### src/rtl/uart_pkg.sv
// rtl/uart_pkg.sv - shared constants for the FIFO-fed UART transmitter
package uart_pkg;

    localparam logic [2:0] IDLE  = 3'd0;
    localparam logic [2:0] LOAD  = 3'd1;
    localparam logic [2:0] START = 3'd2;
    localparam logic [2:0] DATA  = 3'd3;
    localparam logic [2:0] STOP  = 3'd4;

    localparam int DEFAULT_BAUD_DIV = 208;
    localparam int BAUD_CNT_W       = 16;

endpackage

### src/rtl/uart_baud_tick.sv
// rtl/uart_baud_tick.sv - modulo-BAUD_DIV counter with synchronous clear
// tick marks the last cycle of each bit period.
module uart_baud_tick
    import uart_pkg::*;
#(
    parameter int BAUD_DIV = DEFAULT_BAUD_DIV
) (
    input  logic clk,
    input  logic rst,
    input  logic clr,
    output logic tick
);

    localparam logic [BAUD_CNT_W-1:0] LAST = BAUD_CNT_W'(BAUD_DIV - 1);

    logic [BAUD_CNT_W-1:0] cnt_q;
    logic [BAUD_CNT_W-1:0] cnt_d;

    assign tick = ~clr & (cnt_q == LAST);

    always_comb begin
        cnt_d = cnt_q + 1'b1;
        if (clr || (cnt_q == LAST)) begin
            cnt_d = '0;
        end
    end

    always_ff @(posedge clk or posedge rst) begin
        if (rst) begin
            cnt_q <= '0;
        end else begin
            cnt_q <= cnt_d;
        end
    end

endmodule

### src/rtl/fifo_uart_tx.sv
// rtl/fifo_uart_tx.sv - pops bytes from the FIFO and sends them as UART frames
// txd is registered, so the line lags the state register by one cycle.
module fifo_uart_tx
    import uart_pkg::*;
#(
    parameter int WIDTH     = 8,
    parameter int BAUD_DIV  = DEFAULT_BAUD_DIV,
    parameter int STOP_BITS = 1
) (
    input  logic             clk,
    input  logic             rst,
    input  logic             en,
    input  logic             fifo_emp,
    input  logic [WIDTH-1:0] fifo_rd,
    output logic             fifo_re,
    output logic             txd,
    output logic             busy,
    output logic             done
);

    localparam logic [3:0] LAST_BIT  = 4'(WIDTH - 1);
    localparam logic [3:0] LAST_STOP = 4'(STOP_BITS - 1);

    logic [2:0]       state_q, state_d;
    logic [WIDTH-1:0] shift_q, shift_d;
    logic [3:0]       bit_q, bit_d;
    logic             txd_q, txd_d;
    logic             done_q, done_d;
    logic             tick;
    logic             baud_clr;

    // Hold the baud counter at zero until the start bit so every bit is a full period.
    assign baud_clr = (state_q == IDLE) | (state_q == LOAD);

    uart_baud_tick #(
        .BAUD_DIV(BAUD_DIV)
    ) u_baud_tick (
        .clk (clk),
        .rst (rst),
        .clr (baud_clr),
        .tick(tick)
    );

    assign fifo_re = (state_q == IDLE) & en & ~fifo_emp & ~rst;
    assign busy    = (state_q != IDLE);
    assign txd     = txd_q;
    assign done    = done_q;

    always_comb begin
        state_d = state_q;
        shift_d = shift_q;
        bit_d   = bit_q;
        txd_d   = 1'b1;
        done_d  = 1'b0;
        case (state_q)
            IDLE: begin
                if (fifo_re) begin
                    state_d = LOAD;
                end
            end
            LOAD: begin
                shift_d = fifo_rd;
                bit_d   = '0;
                state_d = START;
            end
            START: begin
                txd_d = 1'b0;
                if (tick) begin
                    state_d = DATA;
                end
            end
            DATA: begin
                txd_d = shift_q[0];
                if (tick) begin
                    shift_d = shift_q >> 1;
                    if (bit_q == LAST_BIT) begin
                        bit_d   = '0;
                        state_d = STOP;
                    end else begin
                        bit_d = bit_q + 4'd1;
                    end
                end
            end
            STOP: begin
                // bit_q is reused here to count stop bits.
                if (tick) begin
                    if (bit_q == LAST_STOP) begin
                        bit_d   = '0;
                        done_d  = 1'b1;
                        state_d = IDLE;
                    end else begin
                        bit_d = bit_q + 4'd1;
                    end
                end
            end
            default: begin
                state_d = IDLE;
            end
        endcase
    end

    always_ff @(posedge clk or posedge rst) begin
        if (rst) begin
            state_q <= IDLE;
            shift_q <= '0;
            bit_q   <= '0;
            txd_q   <= 1'b1;
            done_q  <= 1'b0;
        end else begin
            state_q <= state_d;
            shift_q <= shift_d;
            bit_q   <= bit_d;
            txd_q   <= txd_d;
            done_q  <= done_d;
        end
    end

endmodule
### config.mk
export PLATFORM = sky130hd
export DESIGN_NAME = fifo_uart_tx
export DESIGN_NICKNAME = d
export VERILOG_FILES = /design/src/rtl/uart_pkg.sv /design/src/rtl/uart_baud_tick.sv /design/src/rtl/fifo_uart_tx.sv
export SDC_FILE = /design/constraint.sdc
export NUM_CORES = 1
export LEC_CHECK = 0
export BUFFER_PORTS_ARGS = -buffer_cell sky130_fd_sc_hd__buf_2
export CAP_MARGIN = 20
export CORE_MARGIN = 2
export CORE_UTILIZATION = 40
export DETAILED_ROUTE_END_ITERATION = 10
export GPL_TIMING_DRIVEN = 0
export PLACE_DENSITY = 0.53
export SLEW_MARGIN = 10
export SYNTH_ARGS = -nofsm -noshare
export SYNTH_HDL_FRONTEND = slang
export SYNTH_SLANG_ARGS = --single-unit
### constraint.sdc
create_clock -name clk -period 2.1 [get_ports clk]
set_input_delay 0.525 -clock clk [delete_from_list [all_inputs] [get_ports clk]]
set_output_delay 0.525 -clock clk [all_outputs]
set_load 0.02 [all_outputs]
======== Yosys cells after proc, flatten, opt, wreduce, memory -nomap -nowiden ========
Cells that the tools add are included.
storage, ports and cells
  register bits ........................... 33
  bits of input ports ..................... 12
  output and inout port bits .............. 4
  logic and storage cells ................. 56
cells by class
  add/subtract/negate cells ............... 2
  equality and inequality tests ........... 12
  mux-type cells .......................... 19
  bitwise gates (word level) .............. 8
  reduce and logical (&&, ||, !) cells .... 9
operators with widths
  operator               number
  $mux 3                 6
  $add 16x1->16 const B  1
  $eq 16x8->1 const B    1
  $mux 16                1
  $mux 4                 4
  $pmux 8 s2             1
  $pmux 3 s5             1
  $ne 2x2->1 const B     6
  $pmux 4 s3             1
  $mux 8                 1
  $eq 3x2->1 const B     2
  $reduce_and 6->1       1
  $reduce_bool 3->1      2
  $add 4x1->4 const B    1
  $and 1x1->1            4
  $eq 4x3->1 const B     1
  $logic_not 4->1        1
  $eq 3x1->1 const B     1
  $eq 3x3->1 const B     1
  $logic_not 3->1        1
  $mux 1                 3
  $not 1->1              3
  $reduce_and 3->1       1
  $pmux 1 s2             1
  other kinds (4)        4

======== Depth between registers and ports, before layout ========
Gate-level depths: netlist (run 1).
  depth in word-level cells ............... 6
  gate-level depth with buffers ........... 7
  mapped depth without buffers ............ 6

======== Cells and area by module ========
From an unflattened synthesis (run 1), not the netlist that was laid out.
second synthesis, totals
  cells, all modules ...................... 172
  area, all modules ....................... 1781.7 sq um
by module, submodules not included
  module          times used  cells each  area an instance (sq um)
  fifo_uart_tx    1           90          943.4
  uart_baud_tick  1           82          838.3

======== Worst setup path before layout (run 1) ========
Ideal clock, no wire load.
  path type ............................... register to register
  start point ............................. register u_baud_tick.cnt_q[0]
  end point ............................... register shift_q[0]
  arrival time ............................ 1.651 ns
  setup slack ............................. 0.323 ns
  cell stages (with the launch flop) ...... 8
  clock period less this slack ............ 1.777 ns
  cell sequence ........................... dfrtp_1 > ha_1 > and3_1 > buf_2 > a41oi_2 > or2_1 > buf_6 > mux2_4
between the ends
  word-level cells in the longest chain between the ends .. 4
ends and longest elaborated chain
  what                               RTL line              RTL
  from (decl)                        uart_baud_tick.sv:16  logic [BAUD_CNT_W-1:0] cnt_q;
  from (signal assigned)             uart_baud_tick.sv:32  cnt_q <= cnt_d;
  $eq 16x8->1                        uart_baud_tick.sv:19  assign tick = ~clr & (cnt_q == LAST);
  $and 1x1->1                        uart_baud_tick.sv:19
  $ne 2x2->1 (no source line)        --
  $reduce_and 2->1 (no source line)  --
  to (signal assigned)               fifo_uart_tx.sv:111   shift_q <= shift_d;
  to (decl)                          fifo_uart_tx.sv:25    logic [WIDTH-1:0] shift_q, shift_d;
Every way passes these cells.
A chain may end at the register's enable or synchronous reset.

======== Final worst setup path (run 1) ========
  start point ............................. register u_baud_tick.cnt_q[0]
  end point ............................... register shift_q[5]
The elaborated chain is that of the path after synthesis.

==> results.md, run 1 <==
Setup path:
- The logic depth of the worst register-to-register path is 7.
- For the worst setup path, the data required time is between 2000 and 2500 ps.
- In this run the worst path has a maximum fanout of 8.
- In this run the critical register-to-register path is launched from u_baud_tick.cnt_q[0]$_DFF_PP0_.
- The kind of end point of the critical path is a flop.
- The startpoint of the most critical setup path is u_baud_tick.cnt_q[0]$_DFF_PP0_.
- The reg-to-reg endpoint is shift_q[5]$_DFFE_PP0P_.
- The type of the worst setup path is flop to flop.
- The slack of the worst reg-to-reg path is between 100 and 150 ps.
- The worst setup path is launched from a flop.
- The worst endpoint data arrival time is roughly 2100 ps.

STA:
- Setup repair after global routing left no endpoint under its margin.
- Setup violations remaining at the end of the flow were counted as 0.
- For the pin with the worst max-slew slack, the measured transition is 681 ps.
- The number of slew-limit violations in the final report was 0.
- The maximum clock rate is 510 MHz.
- The clock skew after layout is 4.28 ps.
- The minimum period implied by the final worst setup slack is about 2000 ps.
- The final hold violation count came to 0.
- The sum of negative setup slack is 0 ps.
- The worst-case headroom to the max-slew limit is 54.5%.
- The final critical-path share of the clock period is just over 90%.
- Hold is met by approximately 350 ps.

Yosys:
- In this run, synthesis inferred 0 flip-flops with an integrated enable.
- Yosys printed 0 warnings.
- The fraction of the yosys area taken by sequential cells is 45.1%.
- Yosys attributes the largest share of cell area to sky130_fd_sc_hd__dfrtp_1, sky130_fd_sc_hd__mux2_4, sky130_fd_sc_hd__mux2_2, sky130_fd_sc_hd__nor2_1, sky130_fd_sc_hd__xor2_1.
- The cell type with the highest aggregate area in the netlist is sky130_fd_sc_hd__dfrtp_1.
- Counting flops with an async set or reset pin after synthesis yields a share of between 90% and 100%.
- In the synthesized netlist, the cells that appear most often are sky130_fd_sc_hd__dfrtp_1, sky130_fd_sc_hd__nor2_1, sky130_fd_sc_hd__nand2_1.
- The portion of synthesized cell area occupied by the leading cell type is between 40% and 50%.
- The per-instance average area after synthesis is about 11 µm².
- The number of nets produced by synthesis is roughly 190.
- The distinct cell type count after synthesis is 48.
- In the synthesized netlist the dominant register cell turns out to be sky130_fd_sc_hd__dfrtp_1.
- The summed instance area of the synthesized netlist is 1830 µm².
- The post-synthesis sequential element count is 33.
- sky130_fd_sc_hd__dfrtp_1 is the most common cell in the netlist.
- The count of mapped cells out of synthesis is roughly 170.

Final layout:
- At the end of the flow, the number of nets in the layout was between 200 and 250.
- The number of antenna diodes in the final layout is 0.
- The fill cell total of the finished layout is about 450.
- The post-route netlist has 26.2% of its cells at a drive strength greater than 1.
- Compared with the post-synthesis result, the final layout area differs by 12.2%.

Pwr:
- The internal power is around 1.3 mW.
- Summed over all nets, the switching power comes to about 620 µW.
- Combinational cells account for a little under a third of the total power.
- The clock share of power is a little under a quarter.
- The power share of the sequential group is a little under half.
- In this run switching power makes up about a third of total power.
- The power density relative to cell area is roughly 940 nW/µm².
- The peak supply drop is 491 µV.
- The cell leakage power is 0.965 nW.

Routing:
- For this run, design rule violations remaining after detail routing come to 0.
- The number of vias per cell after detailed routing is 5.42.
- Summed over all layers, the routed wires come to between 3 and 4 mm.
- The routed layout has 1339 vias.
- The count of routing violations after the opening detailed-route iteration is just under 50.
- The post-detailed-route wirelength per cell is around 14 µm.
- The detail route stage leaves a number of antenna-violating nets equal to 0.
- The first detailed-routing pass took 4 iterations.

Die:
- The die is a little over 70 µm tall.
- The count of standard-cell rows is 24.
- The number of top-level pins is 16.
- The width of the chip is roughly 72 µm.
- The area enclosed by the die boundary is about 5000 µm².
- The initial core utilization is about two fifths.
- The total area inside the core boundary comes to between 4000 and 5000 µm².

Placed design:
- Once detailed placement completed, the half-perimeter wirelength came to 2.47 mm.
- The weighted congestion reported at the end of routability-driven placement is 0.790.
- The number of buffers added on ports is 15.

Global route:
- Summed over all layers, the global routing overflow is 0.
- The number of global-route vias before repair is approximately 1300.
- The initial antenna violation count is 0.
- The global router's overall resource usage is ~15%.
- Entering global routing, the biggest net connects 34 pins.
- The wire length of the first global-routing pass is 6.17 mm.

Clock network:
- In this run the number of H-tree levels came out at 2.
- CTS placed an instance of sky130_fd_sc_hd__clkbuf_8 at the clock tree root.
- The total clock sinks is 33.
- The clock insertion delay at the later pin of the skew report is between 200 and 300 ps.
- The number of buffers inserted by post-CTS setup repair is 0.
- The deepest clock path buffer count is 2.
- Clock-pin slew was measured on the worst setup and hold paths at ~60 ps.
- Buffers inserted during clock tree synthesis total 5.
- The TritonCTS clock tree is done.

Outcome:
- The flow ran to the end, and the final reports show no timing, DRC or antenna violations.

Worst hold path:
- The class of the tightest hold or removal check is primary input to async pin.

Run:
- The tool flagged a number of max-cap violations equal to 0.
-- registers in the layout (all words and copies together) (netlist names) --
name	flops
u_baud_tick.cnt_q	16
shift_q	8
bit_q	4
state_q	3
done	1
txd	1
-- layer usage --
metal  up-vias  GRT usage (%)  part of all wire, %
li1        664              -                    -
met1       651           21.3                   50
met2        18           23.0                   45
met3         6           3.94                  3.8
met4         0           6.50                  1.8
met5         -              0                    0
-- worst max-delay path by stage --
stage	cells past startpoint	endpoint	slack [ps]
6_report	7	shift_q[5]$_DFFE_PP0P_	140
5_1_grt	7	shift_q[5]$_DFFE_PP0P_	7
4_1_cts	7	u_baud_tick.cnt_q[6]$_DFF_PP0_	100
3_5_place_dp	7	u_baud_tick.cnt_q[6]$_DFF_PP0_	110
3_3_place_gp	7	u_baud_tick.cnt_q[9]$_DFF_PP0_	120
2_1_floorplan	7	shift_q[0]$_DFFE_PP0P_	320
-- cells in the final DEF, fill, tap and decap left out, drive strengths merged, types with 2 or more instances in the layout --
master	n
a21o	2
a21oi	5
a22o	2
and2	2
and3	2
and4	3
buf	22
clkbuf	10
dfrtp	32
ha	3
inv	7
mux2	14
mux2i	3
nand2	12
nand3	6
nand3b	3
nand4	5
nor2	19
nor4	2
o211ai	2
o21ai	5
o22a	2
o31ai	3
or3	2
or4	2
xnor2	2
xor2	8
-- repair_timing --
item                                    CTS  global route
hold buffers                              0             0
resized for setup                         0             1
endpoints found under the setup margin    0            10
-- cell families after synthesis --
kind of cell             synth area share (%)
flip-flops                               45.1
AO/OA/AOI/OAI                            11.5
XOR/XNOR                                 4.78
multiplexers                             11.7
buffers and inverters                    4.57
AND/OR/NAND/NOR                          20.3
adder cells (fa/ha/maj)                  2.05
-- critical path, cell delays in order (launching register included) --
cell and delay (ps):
sky130_fd_sc_hd__dfrtp_1 390, sky130_fd_sc_hd__ha_1 280, sky130_fd_sc_hd__and3_1 170, sky130_fd_sc_hd__buf_2 150, sky130_fd_sc_hd__a41oi_2 250, sky130_fd_sc_hd__or2_1 160, sky130_fd_sc_hd__buf_6 160, sky130_fd_sc_hd__mux2_4 310
-- power by group through the flow --
stage,Combinational (mW),Sequential (mW),Clock [mW]
2_1_floorplan,0.479,0.894,0
3_3_place_gp,0.575,0.908,0
3_5_place_dp,0.585,0.919,0
4_1_cts,0.590,0.908,0.475
5_1_grt,0.656,0.933,0.508
6_report,0.582,0.907,0.455
-- stage by stage --
step	cells	util (%)	power, mW	cell area [µm²]	worst slack, ps
finish	247	46.9	1.94	2060	139
global route	247	46.9	2.10	2060	7.47
CTS	247	46.8	1.97	2050	101
detailed placement	239	45.0	1.50	1970	110
global placement	239	45.0	1.48	1970	120
floorplan	172	-	1.37	1830	323
-- layout make-up --
type                    instances  area [µm²]  share of cell area (%)
well taps                      52        65.1                    3.16
clock buffers                   8        80.1                    3.89
multi-input cells             123         926                    45.0
inverters                       7        26.3                    1.28
plain buffers                   9        57.6                    2.80
flip-flops and latches         33         827                    40.2
repair buffers                 15        75.1                    3.65
No activity file was read; power rests on OpenSTA's default activity.
==> inputs of run 2 (changes only) <==
BUFFER_PORTS_ARGS = -buffer_cell sky130_fd_sc_hd__buf_4   (was -buffer_cell sky130_fd_sc_hd__buf_2)
CORE_MARGIN = 8   (was 2)
==> run 2 against run 1 <==
Worst hold slack gained 18 ps. Maximum frequency fell by 1.2%. Routed wire length grew 7.8%. Via count increased by 0.30%. Critical path type unchanged. Critical endpoint is now shift_q[4]$_DFFE_PP0P_.
==> results.md, run 2 (synthesis results as in run 1) <==
Outcome:
- The run finished with clean final reports.

Placed design:
- The estimated wirelength of the detail-placed design was 2.65 mm (+7.5%).
- The post-detailed-placement cell area came to 2010 µm² (+1.9%).
- The number of buffers added on ports came to 15 (unchanged).
- The weighted congestion reported at the end of routability-driven placement is 0.770 (-2.5%).

Final layout:
- The fill cell total of the finished layout was 431 (-3.8%).
- The total inserted antenna cells was 0 (unchanged).
- The multi-input combinational cell area is 926 µm² (unchanged).
- The top cell types in the final layout, fill and taps aside, are sky130_fd_sc_hd__dfrtp_1, sky130_fd_sc_hd__nor2_1, sky130_fd_sc_hd__buf_4, sky130_fd_sc_hd__nand2_1, sky130_fd_sc_hd__xor2_1.
- The commonest non-fill, non-tap cell in the layout is sky130_fd_sc_hd__dfrtp_1.
- The register cell area after layout was 827 µm² (unchanged).
- The number of flip-flops in the largest register is 16 (unchanged).
- The final net count was 209 (unchanged).
- The ratio of cells with drive above 1 in the final layout was 27.7% (+1.5 points).
- The signed area change from the synthesized netlist to the final layout is 15.4%.
- The post-route cell area was 2120 µm² (+2.9%).
- The share of the core filled with cells in the final layout came to 48.3% (+1.3 points).
- The largest register by flop count is u_baud_tick.cnt_q.
- The largest registers in the layout are u_baud_tick.cnt_q (16), shift_q (8), bit_q (4).

Setup path:
- The logic depth of the worst register-to-register path is 7 (unchanged).
- The type of the worst setup path is flop to flop.
- In this run the critical register-to-register path is captured at shift_q[4]$_DFFE_PP0P_.
- STA classifies the critical path endpoint as a flop.
- The highest net fanout along the worst path is 8 (unchanged).
- Traced cell by cell, the critical path runs through ha_1 > and3_1 > buf_2 > a41oi_2 > or2_1 > buf_6 > mux2_4.
- In this run the critical register-to-register path is launched from u_baud_tick.cnt_q[0]$_DFF_PP0_.
- The sort of element at the start of the critical path is a flop.
- The slack of the worst reg-to-reg path was 120 ps (-20 ps).
- The data required time at the worst endpoint is 2260 ps (about the same).
- The worst endpoint data arrival time is 2150 ps (+20 ps).
- The largest incremental delay on the critical path is 390 ps (about the same).
- For this design, the slowest cell found on the critical path is sky130_fd_sc_hd__dfrtp_1.

Routing:
- The via count is 1343 (+0.30%).
- The post-detailed-route wirelength per cell came to 15.0 µm (+7.8%).
- The wire length reported by the detailed router is 3.71 mm (+7.8%).
- The remaining antenna violation count was 0 (unchanged).
- The first-pass iteration count of the detailed router was 4 (unchanged).
- The number of vias per cell after detailed routing is 5.44 (+0.30%).
- The count of routing violations after the opening detailed-route iteration is 96 (+96%).
- The total DRC errors in the routed layout is 0 (unchanged).

STA:
- The number of slew-limit violations in the final report was 0 (unchanged).
- The worst hold margin is 369 ps (+17.6 ps).
- The clock skew after layout is 4.86 ps (+0.580 ps).
- The worst-case headroom to the max-slew limit is 52.7% (-1.9 points).
- The final critical-path share of the clock period is 94.5% (+1.1 points).
- The sum of negative setup slack is 0 ps (unchanged).
- The final hold violation count was 0 (unchanged).
- The minimum period implied by the final worst setup slack is 1980 ps (+22.8 ps).
- The maximum clock rate is 504 MHz (-1.2%).
- Setup repair after global routing left no endpoint under its margin.
- The number of setup violations in the final report is 0 (unchanged).
- The slew of the pin with the lowest slew margin is 709 ps (+27.9 ps).

Die:
- The width of the chip is 83.7 µm (+17%).
- The area enclosed by the die boundary was 7000 µm² (+36%).
- The total core area is 4380 µm² (unchanged).
- The y dimension of the die was 83.7 µm (+17%).
- The count of standard-cell rows is 24 (unchanged).
- The initial core utilization is 41.8% (unchanged).
- The number of top-level pins is 16 (unchanged).

Global route:
- The global route total overflow is 0 (unchanged).
- The number of global-route vias before repair is 1302 (-0.84%).
- The global router's overall resource usage is 10.9% (-4.6 points).
- The largest net degree at the start of global routing is 34 (unchanged).
- The wire length of the first global-routing pass came to 6.33 mm (+2.7%).
- The initial antenna violation count is 0 (unchanged).

Pwr:
- The cell leakage power came to 0.991 nW (+2.7%).
- The clock share of power is 25.6% (+2.2 points).
- The logic gate share of total power is 29.7% (-0.3 points).
- The power density relative to cell area is 960 nW/µm² (+1.6%).
- The peak supply drop was 491 µV (about the same).
- The switching part of the total was 31.2% (-0.50 points).
- The total net switching power is 634 µW (+2.9%).
- The internal power is 1.40 mW (+5.3%).
- The power share of the sequential group was 44.6% (-2.1 points).

Clock network:
- The clock transition at the registers of the reported paths is 70 ps (about the same).
- The number of gates resized after cts came to 0 (unchanged).
- The number of buffers inserted by hold repair at cts came to 0 (unchanged).
- The TritonCTS clock tree is done.
- The number of buffers inserted by post-CTS setup repair was 0 (unchanged).
- The deepest clock path buffer count is 2 (unchanged).
- The root buffer cell chosen for the clock tree is sky130_fd_sc_hd__clkbuf_8.
- The clock buffer count from CTS was 5 (unchanged).
- The clock insertion delay at the later pin of the skew report was 280 ps (about the same).
- The total clock sinks is 33 (unchanged).
- The level count of the clock H-tree is 2 (unchanged).

Worst hold path:
- The class of the tightest hold or removal check is primary input to async pin.

Run:
- The reported max-cap violation count is 0 (unchanged).
run 2: routing by layer:
layer	vias to the layer above	track usage (%)	routed length, µm
li1	665	-	-
met1	638	13.9	1850
met2	33	16.4	1630
met3	7	3.42	171
met4	0	4.24	54
met5	-	0	0
run 2: critical path, delay by kind of cell (launching register included):
| kind | cells | cell delay, ps |
|---|---|---|
| DFF | 1 | 390 |
| and+or+nand+nor | 2 | 330 |
| buffers and inverters | 2 | 310 |
| muxes | 1 | 310 |
| adders and majority gates | 1 | 280 |
| AOI/OAI and AO/OA | 1 | 260 |
run 2: cell type report:
| type | count | area share [%] |
|---|---|---|
| Timing Repair Buffer | 15 | 5.32 |
| Clock buffer | 7 | 4.55 |
| Buffer | 9 | 2.72 |
| Tap cell | 52 | 3.08 |
| Multi-Input combinational cell | 123 | 43.8 |
| Inverter | 7 | 1.24 |
| Sequential cell | 33 | 39.1 |
| Clock inverter | 1 | 0.237 |
run 2: per-stage QoR:
stage,total power [mW],cells,worst slack [ps]
floorplan,1.37,172,323
global placement,1.50,239,101
detailed placement,1.52,239,36.5
CTS,2.06,247,25.5
global route,2.17,247,18.7
finish,2.03,247,116
run 2: worst max path at each step:
| stage | startpoint | end | cells after the start |
|---|---|---|---|
| floorplan | u_baud_tick.cnt_q[0]$_DFF_PP0_ | shift_q[0]$_DFFE_PP0P_ | 7 |
| global placement | u_baud_tick.cnt_q[0]$_DFF_PP0_ | u_baud_tick.cnt_q[9]$_DFF_PP0_ | 7 |
| detailed placement | u_baud_tick.cnt_q[0]$_DFF_PP0_ | u_baud_tick.cnt_q[9]$_DFF_PP0_ | 7 |
| CTS | u_baud_tick.cnt_q[0]$_DFF_PP0_ | u_baud_tick.cnt_q[7]$_DFF_PP0_ | 7 |
| global route | u_baud_tick.cnt_q[0]$_DFF_PP0_ | shift_q[4]$_DFFE_PP0P_ | 7 |
| finish | u_baud_tick.cnt_q[0]$_DFF_PP0_ | shift_q[4]$_DFFE_PP0P_ | 7 |
run 2: power by group through the flow:
stage / clock network, mW / registers [mW] / logic (mW)
6_report: 0.521 / 0.907 / 0.604
5_1_grt: 0.567 / 0.926 / 0.679
4_1_cts: 0.544 / 0.907 / 0.609
3_5_place_dp: 0 / 0.919 / 0.604
3_3_place_gp: 0 / 0.908 / 0.589
2_1_floorplan: 0 / 0.894 / 0.479
==> inputs of run 3 (changes only) <==
clock period = 2.3 ns   (was 2.1 ns; I/O delays follow)
==> run 3 against run 2 <==
Combinational power shrank 8.6%. Worst setup slack gained 150 ps. Flip-flop and latch count is the same. Routed wire length shrank 0.19%. Register-to-register slack gained 150 ps. Worst hold slack gained 53 ps. Via count shrank 0.22%. Clock skew is essentially flat. Final area shrank 0.18%. Non-clock buffer count is the same. Maximum frequency shrank 2.4%. Global-route usage is the same. Critical endpoint is now u_baud_tick.cnt_q[7]$_DFF_PP0_. Largest cell class unchanged.
==> results.md, run 3 (synthesis results as in run 1) <==
Outcome:
- The run finished with clean final reports.

Setup path:
- The most numerous cell on the critical path is sky130_fd_sc_hd__buf_2.
- The launch point of the worst reg-to-reg path is u_baud_tick.cnt_q[0]$_DFF_PP0_.
- The largest incremental delay on the critical path is 370 ps (-20 ps).
- The worst endpoint data arrival time is 2190 ps (+40 ps).
- The highest net fanout along the worst path was 10 (+2).
- The signal on the critical path passes through ha_1 > and3_1 > buf_2 > nand4_1 > o21ai_1 > buf_2 > nor2_1.
- In this design, the largest share of critical-path delay is due to buffers and inverters.
- The master of the slowest instance on the critical path is sky130_fd_sc_hd__o21ai_1.
- The data required time at the worst endpoint is 2460 ps (+200 ps).
- The kind of end point of the critical path is a flop.
- The startpoint of the most critical setup path is u_baud_tick.cnt_q[0]$_DFF_PP0_.
- The sort of element at the start of the critical path is a flop.
- The worst path buffer plus inverter count is 2 (unchanged).
- The critical path is of the flop to flop type.

Placed design:
- The weighted congestion reported at the end of routability-driven placement was 0.770 (unchanged).
- The number of buffers added on ports is 15 (unchanged).
- The estimated wirelength of the detail-placed design is 2.65 mm (unchanged).
- The post-detailed-placement cell area is 2010 µm² (unchanged).
- The worst setup slack after placement is 236 ps (+200 ps).

STA:
- The clock skew after layout came to 4.85 ps (-0.0137 ps).
- The final critical-path share of the clock period is 88.4% (-6.1 points).
- The number of slew-limit violations in the final report came to 0 (unchanged).
- The sum of negative setup slack is 0 ps (unchanged).
- The number of setup violations in the final report is 0 (unchanged).
- The maximum clock rate is 492 MHz (-2.4%).
- The final hold violation count is 0 (unchanged).
- The worst-case headroom to the max-slew limit was 52.5% (-0.20 points).
- Setup repair after global routing left no endpoint under its margin.
- The final setup slack of the worst path is 267 ps (+151 ps).
- The slew of the pin with the lowest slew margin is 712 ps (+3.00 ps).
- The minimum period implied by the final worst setup slack came to 2030 ps (+49.0 ps).

Pwr:
- The peak supply drop is 448 µV (-8.8%).
- The clock share of power is 25.7% (about the same).
- The internal power was 1.28 mW (-8.7%).
- The cell leakage power is 0.989 nW (-0.19%).
- The power density relative to cell area is 879 nW/µm² (-8.5%).
- The switching part of the total is 31.3% (+0.052 points).
- The power share of the sequential group came to 44.6% (about the same).
- The logic gate share of total power is 29.7% (about the same).
- The total net switching power was 580 µW (-8.5%).

Routing:
- The post-detailed-route wirelength per cell is 15.0 µm (-0.19%).
- The number of vias per cell after detailed routing was 5.43 (-0.22%).
- The total DRC errors in the routed layout is 0 (unchanged).
- The remaining antenna violation count is 0 (unchanged).
- The wire length reported by the detailed router is 3.70 mm (-0.19%).
- The first-pass iteration count of the detailed router is 4 (unchanged).
- The count of routing violations after the opening detailed-route iteration came to 81 (-16%).
- The via count is 1340 (-0.22%).

Final layout:
- Ranked by flip-flop count, first place goes to u_baud_tick.cnt_q.
- The post-route cell area is 2110 µm² (-0.18%).
- The total inserted antenna cells came to 0 (unchanged).
- The library cells used most frequently in the layout, excluding fill and tap cells, are sky130_fd_sc_hd__dfrtp_1, sky130_fd_sc_hd__nor2_1, sky130_fd_sc_hd__buf_4, sky130_fd_sc_hd__nand2_1, sky130_fd_sc_hd__xor2_1.
- The number of flip-flops in the largest register was 16 (unchanged).
- The fill cell total of the finished layout is 431 (unchanged).
- The final net count came to 209 (unchanged).
- The commonest non-fill, non-tap cell in the layout is sky130_fd_sc_hd__dfrtp_1.
- The register cell area after layout is 827 µm² (unchanged).
- In the final layout, the registers with the most flip-flops are u_baud_tick.cnt_q (16), shift_q (8), bit_q (4).
- The multi-input combinational cell area came to 922 µm² (-0.41%).
- Relative to the synthesized area, the layout overhead comes to 15.2%.
- The ratio of cells with drive above 1 in the final layout is 27.2% (-0.51 points).

Global route:
- The number of global-route vias before repair is 1302 (unchanged).
- The global route total overflow was 0 (unchanged).
- The wire length of the first global-routing pass is 6.33 mm (unchanged).
- The initial antenna violation count came to 0 (unchanged).
- The largest net degree at the start of global routing is 34 (unchanged).
- The global router's overall resource usage is 10.9% (unchanged).

Worst hold path:
- In this run the worst hold path is classified as primary input to async pin.

Clock network:
- The number of buffers inserted by hold repair at cts was 0 (unchanged).
- The clock insertion delay at the later pin of the skew report is 280 ps (about the same).
- The number of gates resized after cts is 0 (unchanged).
- TritonCTS built the clock tree.
- The level count of the clock H-tree is 2 (unchanged).
- The number of buffers inserted by post-CTS setup repair was 0 (unchanged).
- The clock transition at the registers of the reported paths is 70 ps (about the same).
- The clock buffer count from CTS is 5 (unchanged).
- The deepest clock path buffer count is 2 (unchanged).
- The tree is rooted in a sky130_fd_sc_hd__clkbuf_8.
- The total clock sinks is 33 (unchanged).

Die:
- The initial core utilization is 41.8% (unchanged).
- The total core area is 4380 µm² (unchanged).
- The y dimension of the die was 83.7 µm (unchanged).
- The count of standard-cell rows is 24 (unchanged).
- The area enclosed by the die boundary was 7000 µm² (unchanged).
- The width of the chip is 83.7 µm (unchanged).
- The number of top-level pins is 16 (unchanged).

Run:
- The reported max-cap violation count is 0 (unchanged).
==> run 3: cell counts in the layout (fill, tap and decap cells not counted) <==
No cell type changed its count.
==> run 3: area by class of cell <==
class                           count  area share [%]
Buffer                              9            2.73
Clock buffer                        7            4.56
Clock inverter                      1           0.237
Inverter                            7            1.24
Multi-Input combinational cell    123            43.7
Sequential cell                    33            39.2
Tap cell                           52            3.08
Timing Repair Buffer               15            5.33
==> run 3: worst paths after layout <==
kind / end / slack, ps / cells past startpoint
min in group clk: u_baud_tick.cnt_q[0]$_DFF_PP0_ / 460 / 1
min: u_baud_tick.cnt_q[15]$_DFF_PP0_ / 420 / 2
max in group asynchronous: u_baud_tick.cnt_q[2]$_DFF_PP0_ / 1420 / 2
max: u_baud_tick.cnt_q[7]$_DFF_PP0_ / 270 / 7
min reg2reg: u_baud_tick.cnt_q[0]$_DFF_PP0_ / 460 / 1
max reg2reg: u_baud_tick.cnt_q[7]$_DFF_PP0_ / 270 / 7
==> run 3: per-stage QoR <==
| stage | hold slack (ps) | power, mW | instances | utilization (%) |
|---|---|---|---|---|
| 2_1_floorplan | 424 | 1.25 | 172 | - |
| 5_1_grt | 482 | 1.98 | 247 | 48.2 |
| 3_5_place_dp | 459 | 1.39 | 239 | 45.9 |
| 4_1_cts | 451 | 1.88 | 247 | 48.2 |
| 6_report | 422 | 1.86 | 247 | 48.2 |
| 3_3_place_gp | 436 | 1.37 | 239 | 45.9 |
==> run 3: power groups by stage <==
stage | registers [mW] | logic [mW] | clock network, mW
after global placement | 0.829 | 0.537 | 0
after global routing | 0.846 | 0.620 | 0.518
after floorplan | 0.816 | 0.437 | 0
after CTS | 0.828 | 0.556 | 0.497
after detailed placement | 0.840 | 0.552 | 0
final | 0.828 | 0.552 | 0.476
==> run 3: per-layer routing <==
metal	track usage [%]	vias to the layer above	wire length, µm
li1	-	667	-
met1	13.9	641	1850
met2	16.4	25	1640
met3	3.42	7	160
met4	4.24	0	54
met5	0	-	0
